$ cat config.mk
export PLATFORM = sky130hd
export DESIGN_NAME = quadport_ram_arbiter
export DESIGN_NICKNAME = d
export VERILOG_FILES = /design/src/rtl/quadport_ram_arbiter.sv
export SDC_FILE = /design/constraint.sdc
export NUM_CORES = 1
export LEC_CHECK = 0
export BUFFER_PORTS_ARGS = -buffer_cell sky130_fd_sc_hd__buf_2
export CAP_MARGIN = 20
export CORE_AREA = 2 2 145 147
export DETAILED_ROUTE_END_ITERATION = 10
export DIE_AREA = 0 0 147 149
export PLACE_DENSITY = 0.62
export SLEW_MARGIN = 20
export SYNTH_ARGS = -nofsm -noshare
export SYNTH_HDL_FRONTEND = slang
export SYNTH_SLANG_ARGS = --single-unit
$ cat constraint.sdc
create_clock -name clk -period 7.1 [get_ports clk]
set_clock_uncertainty 0.05 [all_clocks]
set_input_delay 0.71 -clock clk [delete_from_list [all_inputs] [get_ports clk]]
set_output_delay 0.71 -clock clk [all_outputs]
set_load 0.005 [all_outputs]
$ cat src/rtl/quadport_ram_arbiter.sv
// -----------------------------------------------------------------------------
// quadport_ram_arbiter
//   Arbitrates four cores onto a shared 4-port RAM. Each cycle, every core
//   whose access does not hazard against a higher-priority granted access is
//   granted. A hazard is two in-range accesses to the same address where at
//   least one is a write. Priority rotates, and a denied core becomes the
//   top-priority core on the next cycle.
//
// Ports (n = 1..4):
//   clk, rst_n         clock, asynchronous active-low reset
//   req_n/we_n/addr_n/wdata_n   core request, direction, address, write data
//   gnt_n              combinational grant (forced 0 while in reset)
//   rvalid_n/rdata_n   registered read-valid strobe, passthrough read data
//   err_n              registered one-cycle out-of-range pulse
//   ram_we_n/ram_re_n/ram_addr_n/ram_din_n/ram_dout_n   RAM port n
//   conflict_cnt       saturating count of cycles with any denied request
// -----------------------------------------------------------------------------
module quadport_ram_arbiter #(
  parameter int AW    = 9,
  parameter int DW    = 16,
  parameter int DEPTH = 32,
  parameter int CW    = 16
) (
  input  logic          clk,
  input  logic          rst_n,
  input  logic          req_1,
  input  logic          req_2,
  input  logic          req_3,
  input  logic          req_4,
  input  logic          we_1,
  input  logic          we_2,
  input  logic          we_3,
  input  logic          we_4,
  input  logic [AW-1:0] addr_1,
  input  logic [AW-1:0] addr_2,
  input  logic [AW-1:0] addr_3,
  input  logic [AW-1:0] addr_4,
  input  logic [DW-1:0] wdata_1,
  input  logic [DW-1:0] wdata_2,
  input  logic [DW-1:0] wdata_3,
  input  logic [DW-1:0] wdata_4,
  output logic          gnt_1,
  output logic          gnt_2,
  output logic          gnt_3,
  output logic          gnt_4,
  output logic          rvalid_1,
  output logic          rvalid_2,
  output logic          rvalid_3,
  output logic          rvalid_4,
  output logic [DW-1:0] rdata_1,
  output logic [DW-1:0] rdata_2,
  output logic [DW-1:0] rdata_3,
  output logic [DW-1:0] rdata_4,
  output logic          err_1,
  output logic          err_2,
  output logic          err_3,
  output logic          err_4,
  output logic          ram_we_1,
  output logic          ram_we_2,
  output logic          ram_we_3,
  output logic          ram_we_4,
  output logic          ram_re_1,
  output logic          ram_re_2,
  output logic          ram_re_3,
  output logic          ram_re_4,
  output logic [AW-1:0] ram_addr_1,
  output logic [AW-1:0] ram_addr_2,
  output logic [AW-1:0] ram_addr_3,
  output logic [AW-1:0] ram_addr_4,
  output logic [DW-1:0] ram_din_1,
  output logic [DW-1:0] ram_din_2,
  output logic [DW-1:0] ram_din_3,
  output logic [DW-1:0] ram_din_4,
  input  logic [DW-1:0] ram_dout_1,
  input  logic [DW-1:0] ram_dout_2,
  input  logic [DW-1:0] ram_dout_3,
  input  logic [DW-1:0] ram_dout_4,
  output logic [CW-1:0] conflict_cnt
);

  logic [3:0]    req_s;
  logic [3:0]    we_s;
  logic [3:0]    inr_s;
  logic [AW-1:0] addr_s [4];
  logic [1:0]    ord_s  [4];   // ord_s[k] = port evaluated k-th this cycle
  logic [3:0]    hz_s;         // indexed by order position, not port
  logic [3:0]    gnt_s;
  logic [3:0]    gnt_o_s;
  logic [3:0]    den_ord_s;
  logic [1:0]    first_den_s;
  logic [3:0]    ram_we_s;
  logic [3:0]    ram_re_s;

  logic [1:0]    prio_q, prio_d;
  logic [3:0]    rvalid_q;
  logic [3:0]    err_q;
  logic [CW-1:0] cnt_q, cnt_d;

  assign req_s     = {req_4, req_3, req_2, req_1};
  assign we_s      = {we_4, we_3, we_2, we_1};
  assign addr_s[0] = addr_1;
  assign addr_s[1] = addr_2;
  assign addr_s[2] = addr_3;
  assign addr_s[3] = addr_4;

  for (genvar g = 0; g < 4; g++) begin : g_port
    assign inr_s[g] = (32'(addr_s[g]) < 32'(DEPTH));
    assign ord_s[g] = prio_q + 2'(g);
  end

  // Grant in priority order; a port hazards only against earlier granted
  // in-range ports, so out-of-range requests are always granted.
  always_comb begin
    gnt_s = 4'b0000;
    hz_s  = 4'b0000;
    for (int k = 0; k < 4; k++) begin
      for (int m = 0; m < 4; m++) begin
        hz_s[k] = hz_s[k] | ((m < k) && gnt_s[ord_s[m]] && inr_s[ord_s[m]] &&
                             inr_s[ord_s[k]] &&
                             (addr_s[ord_s[k]] == addr_s[ord_s[m]]) &&
                             (we_s[ord_s[k]] || we_s[ord_s[m]]));
      end
      gnt_s[ord_s[k]] = req_s[ord_s[k]] & ~hz_s[k];
    end
  end

  // Denials in order space; the first one (lowest k) becomes next priority.
  always_comb begin
    den_ord_s   = 4'b0000;
    first_den_s = prio_q;
    for (int k = 0; k < 4; k++) begin
      den_ord_s[k] = req_s[ord_s[k]] & hz_s[k];
    end
    for (int k = 3; k >= 0; k--) begin
      if (den_ord_s[k]) begin
        first_den_s = ord_s[k];
      end else begin
        first_den_s = first_den_s;
      end
    end
  end

  assign gnt_o_s  = gnt_s & {4{rst_n}};
  assign ram_we_s = gnt_o_s & we_s & inr_s;
  assign ram_re_s = gnt_o_s & ~we_s & inr_s;

  // Next priority pointer and saturating conflict counter.
  always_comb begin
    prio_d = prio_q;
    cnt_d  = cnt_q;
    if (|den_ord_s) begin
      prio_d = first_den_s;
      if (cnt_q == {CW{1'b1}}) begin
        cnt_d = cnt_q;
      end else begin
        cnt_d = cnt_q + {{(CW-1){1'b0}}, 1'b1};
      end
    end else if (|gnt_s) begin
      prio_d = prio_q + 2'd1;
    end else begin
      prio_d = prio_q;
    end
  end

  // State registers; reset drops any in-flight read strobe.
  always_ff @(posedge clk or negedge rst_n) begin
    if (!rst_n) begin
      prio_q   <= 2'd0;
      rvalid_q <= 4'b0000;
      err_q    <= 4'b0000;
      cnt_q    <= {CW{1'b0}};
    end else begin
      prio_q   <= prio_d;
      rvalid_q <= ram_re_s;
      err_q    <= gnt_o_s & ~inr_s;
      cnt_q    <= cnt_d;
    end
  end

  assign {gnt_4, gnt_3, gnt_2, gnt_1}             = gnt_o_s;
  assign {ram_we_4, ram_we_3, ram_we_2, ram_we_1} = ram_we_s;
  assign {ram_re_4, ram_re_3, ram_re_2, ram_re_1} = ram_re_s;
  assign {rvalid_4, rvalid_3, rvalid_2, rvalid_1} = rvalid_q;
  assign {err_4, err_3, err_2, err_1}             = err_q;
  assign conflict_cnt = cnt_q;

  assign ram_addr_1 = addr_1;
  assign ram_addr_2 = addr_2;
  assign ram_addr_3 = addr_3;
  assign ram_addr_4 = addr_4;
  assign ram_din_1  = wdata_1;
  assign ram_din_2  = wdata_2;
  assign ram_din_3  = wdata_3;
  assign ram_din_4  = wdata_4;
  assign rdata_1    = ram_dout_1;
  assign rdata_2    = ram_dout_2;
  assign rdata_3    = ram_dout_3;
  assign rdata_4    = ram_dout_4;

endmodule

==> impl_results.md <==
* Synth top area share at 23.4%
* Multi-input gate area at between 0.003 and 0.004 mm2
* Status: finished, final reports clean
* Die width at 147 um
* Avg WL per Cell at between 15 and 20 um
* Crit path max-delay cell type: or4_1
* Vias per inst at around 5.3
* Chip height at 149 um
* Power Dens Cells at about 410 mW/mm2
* Hold Fails Final Rpt at 0
* Worst-Margin Slew at 788 ps
* Final setup viols at 0
* ANT nets after route at 0
* Ratio of cells with drive above 1 in the final layout at 35.6%
* Register Area at between 600 and 700 um2
* Worst skew pair latency at 260 ps
* Max-cap violation count at 0
* Largest net degree at the start of global routing at 53
* Residual DRC at 0
* NumNets Final at about 720
* Delay-heaviest family, CP: compound AO/OA/AOI/OAI gates
* Cell mode on critical path: buf_4
* Crit path cell chain: buf_4, buf_4, mux4_2, xnor2_1, nand3_1, or4_1, a31o_1, a21oi_1, a22oi_1, o221ai_4, nand3_2, a211o_1, nor3b_1, buf_2
* Ys Warns at 0
* Global Route Usage Sum at 13.1%
* CP required at 6340 ps
* Count of buffers from port buffering at 117
* I/O pin count at 374
* GRT overflow at 0
* CTS Buf Count at 3
* Final Max Slew Viols at 0
* Crit path DAT at around 5300 ps
* CP startpoint kind: flop
* Yosys reg bits at 26
* Most frequent cell after synthesis: buf_4
* Fin crit share at 85.6%
* Area Overhead vs Synth at -5.06%
* Post-Syn Area at 0.00536 mm2
* Syn_area_per_cell at roughly 9.0 um2
* Setup crit end kind: output pin
* Post-Syn Instances at 598
* Routed via count at 4282
* RSZ-0062 raised after global routing: no
* HPWL after DPL at 11900 um
* Area of the core at around 0.021 mm2
* Initial core utilization at 26.1%
* CP bufs+invs at 3
* Routability cong. at 0.846
* Number of global-route vias before repair at 3958
* Setup WS pre-CTS at 1350 ps
* Ys async rst share at 100%
* CP peak stage delay at ~630 ps
* Crit path kind: reg2out
* Post-route setup slack at 1020 ps
* Initial antenna violation count at 0
* First drt pass iteration count at 5
* Row Count at between 50 and 60
* Reg clk slew, reported paths at approximately 70 ps
* Die ar. at 0.0219 mm2
* Fin Setup TNS at 0 ps
* ANT cells at 0
* LEAKAGE at 2.03 nW
* Peak supply drop at 0.172 mV
* Synth area leaders: buf_4 (23%), mux4_2 (18%), dfrtp_1 (12%), xnor2_1 (6.9%), xor2_1 (3.9%)
* Post-CTS setup buffer count at 0
* EDFF count, synth at 0
* Yosys top cell by area: buf_4
* DRT iter0 DRCs at 259
* Max Clock Freq at 165 MHz
* Worst Setup SP: prio_q[0]$_DFFE_PN0P_
* Synth cell types at 64
* CTS tree: built
* Slew headroom at roughly 47%
* Number of clock sinks at 26
* Syn nets at between 700 and 800
* Layout fillers at 2217
* PnR Total Power at 2.10 mW
* Most used DFF post-synth: dfrtp_1
* Post-synthesis sequential area ratio at 12.1%
* Post-synth top cells: buf_4 (167), mux4_2 (44), xnor2_1 (42)
* Crit path max fanout at 52
* Clock Tree Buf Depth at 2
* Worst r2r src: prio_q[1]$_DFFE_PN0P_
* Post-Route WL at roughly 15000 um
* HP Class: in2async
* First-pass GRT wire length at between 20000 and 25000 um
* Min Tclk post-route at 6080 ps
* Post-CTS sizing at 0
* Htree depth at 1
* CTS root buffer: clkbuf_16
* CTS Hold Buffers Added at 0
==> kinds of logic after synthesis <==
group                    Yosys count  share of synthesized area, %
XOR/XNOR                          66                          10.8
AND/OR/NAND/NOR                  152                          15.0
buffers and inverters            200                          26.2
multiplexers                      56                          20.9
adder cells (fa/ha/maj)            5                          1.17
flip-flops                        26                          12.1
AO/OA/AOI/OAI                     93                          13.8
==> report_power, final <==
group / total (mW) / internal, mW / leakage (nW) / switching (mW)
Combinational: 1.73 / 0.769 / 1.64 / 0.963
Sequential: 0.200 / 0.179 / 0.342 / 0.0212
Clock: 0.165 / 0.112 / 0.0511 / 0.0530
Total: 2.10 / 1.06 / 2.03 / 1.04
==> flip-flops by register name (all words and copies together), names as in the netlist <==
name / flops
rvalid_q: 4
prio_q: 2
conflict_cnt: 16
err_q: 4
==> layer usage <==
layer  share of wire [%]  track usage (%)  wire [um]
met5                   0                0          0
met4                 2.3             3.75        347
met3                 7.8             2.11       1170
met2                  48             22.3       7200
met1                  42             17.2       6240
==> per-stage QoR <==
stage | hold slack, ps | instances | util (%) | cell area (um2)
after floorplan | 364 | 598 | - | 5360
after global placement | 437 | 807 | 24.3 | 4990
after detailed placement | 443 | 807 | 24.3 | 4990
after CTS | 454 | 811 | 24.8 | 5090
after global routing | 476 | 811 | 24.8 | 5090
final | 438 | 811 | 24.8 | 5090
==> cells in the final DEF (no fill, tap or decap), types with 10 or more instances in the layout <==
master,count
nor3_1,10
o211ai_1,13
xor2_1,24
nor2_1,30
a31oi_1,10
dfrtp_1,25
nand2_1,30
nor4_1,10
a21oi_1,14
and3_1,12
xnor2_1,42
mux4_2,44
nor2b_1,12
buf_2,117
nand3_1,11
==> final timing paths <==
kind,slack (ps),endpoint,cells past startpoint
setup / recovery,1020,ram_re_1,14
hold / removal,440,conflict_cnt[4]$_DFFE_PN0P_,1
setup reg to reg,1940,conflict_cnt[1]$_DFFE_PN0P_,14
hold reg to reg,450,conflict_cnt[13]$_DFFE_PN0P_,1
max in group asynchronous,6050,prio_q[0]$_DFFE_PN0P_,1
min in group clk,450,conflict_cnt[13]$_DFFE_PN0P_,1
==> final cells by class <==
type                    instances  share of cell area [%]
multi-input cells             372                    65.0
clock inverters                 1                   0.590
well taps                     275                    6.76
clock buffers                   3                    1.47
flip-flops and latches         26                    12.9
repair buffers                125                    12.7
inverters                       9                   0.663
No activity file was read; power rests on OpenSTA's default activity.
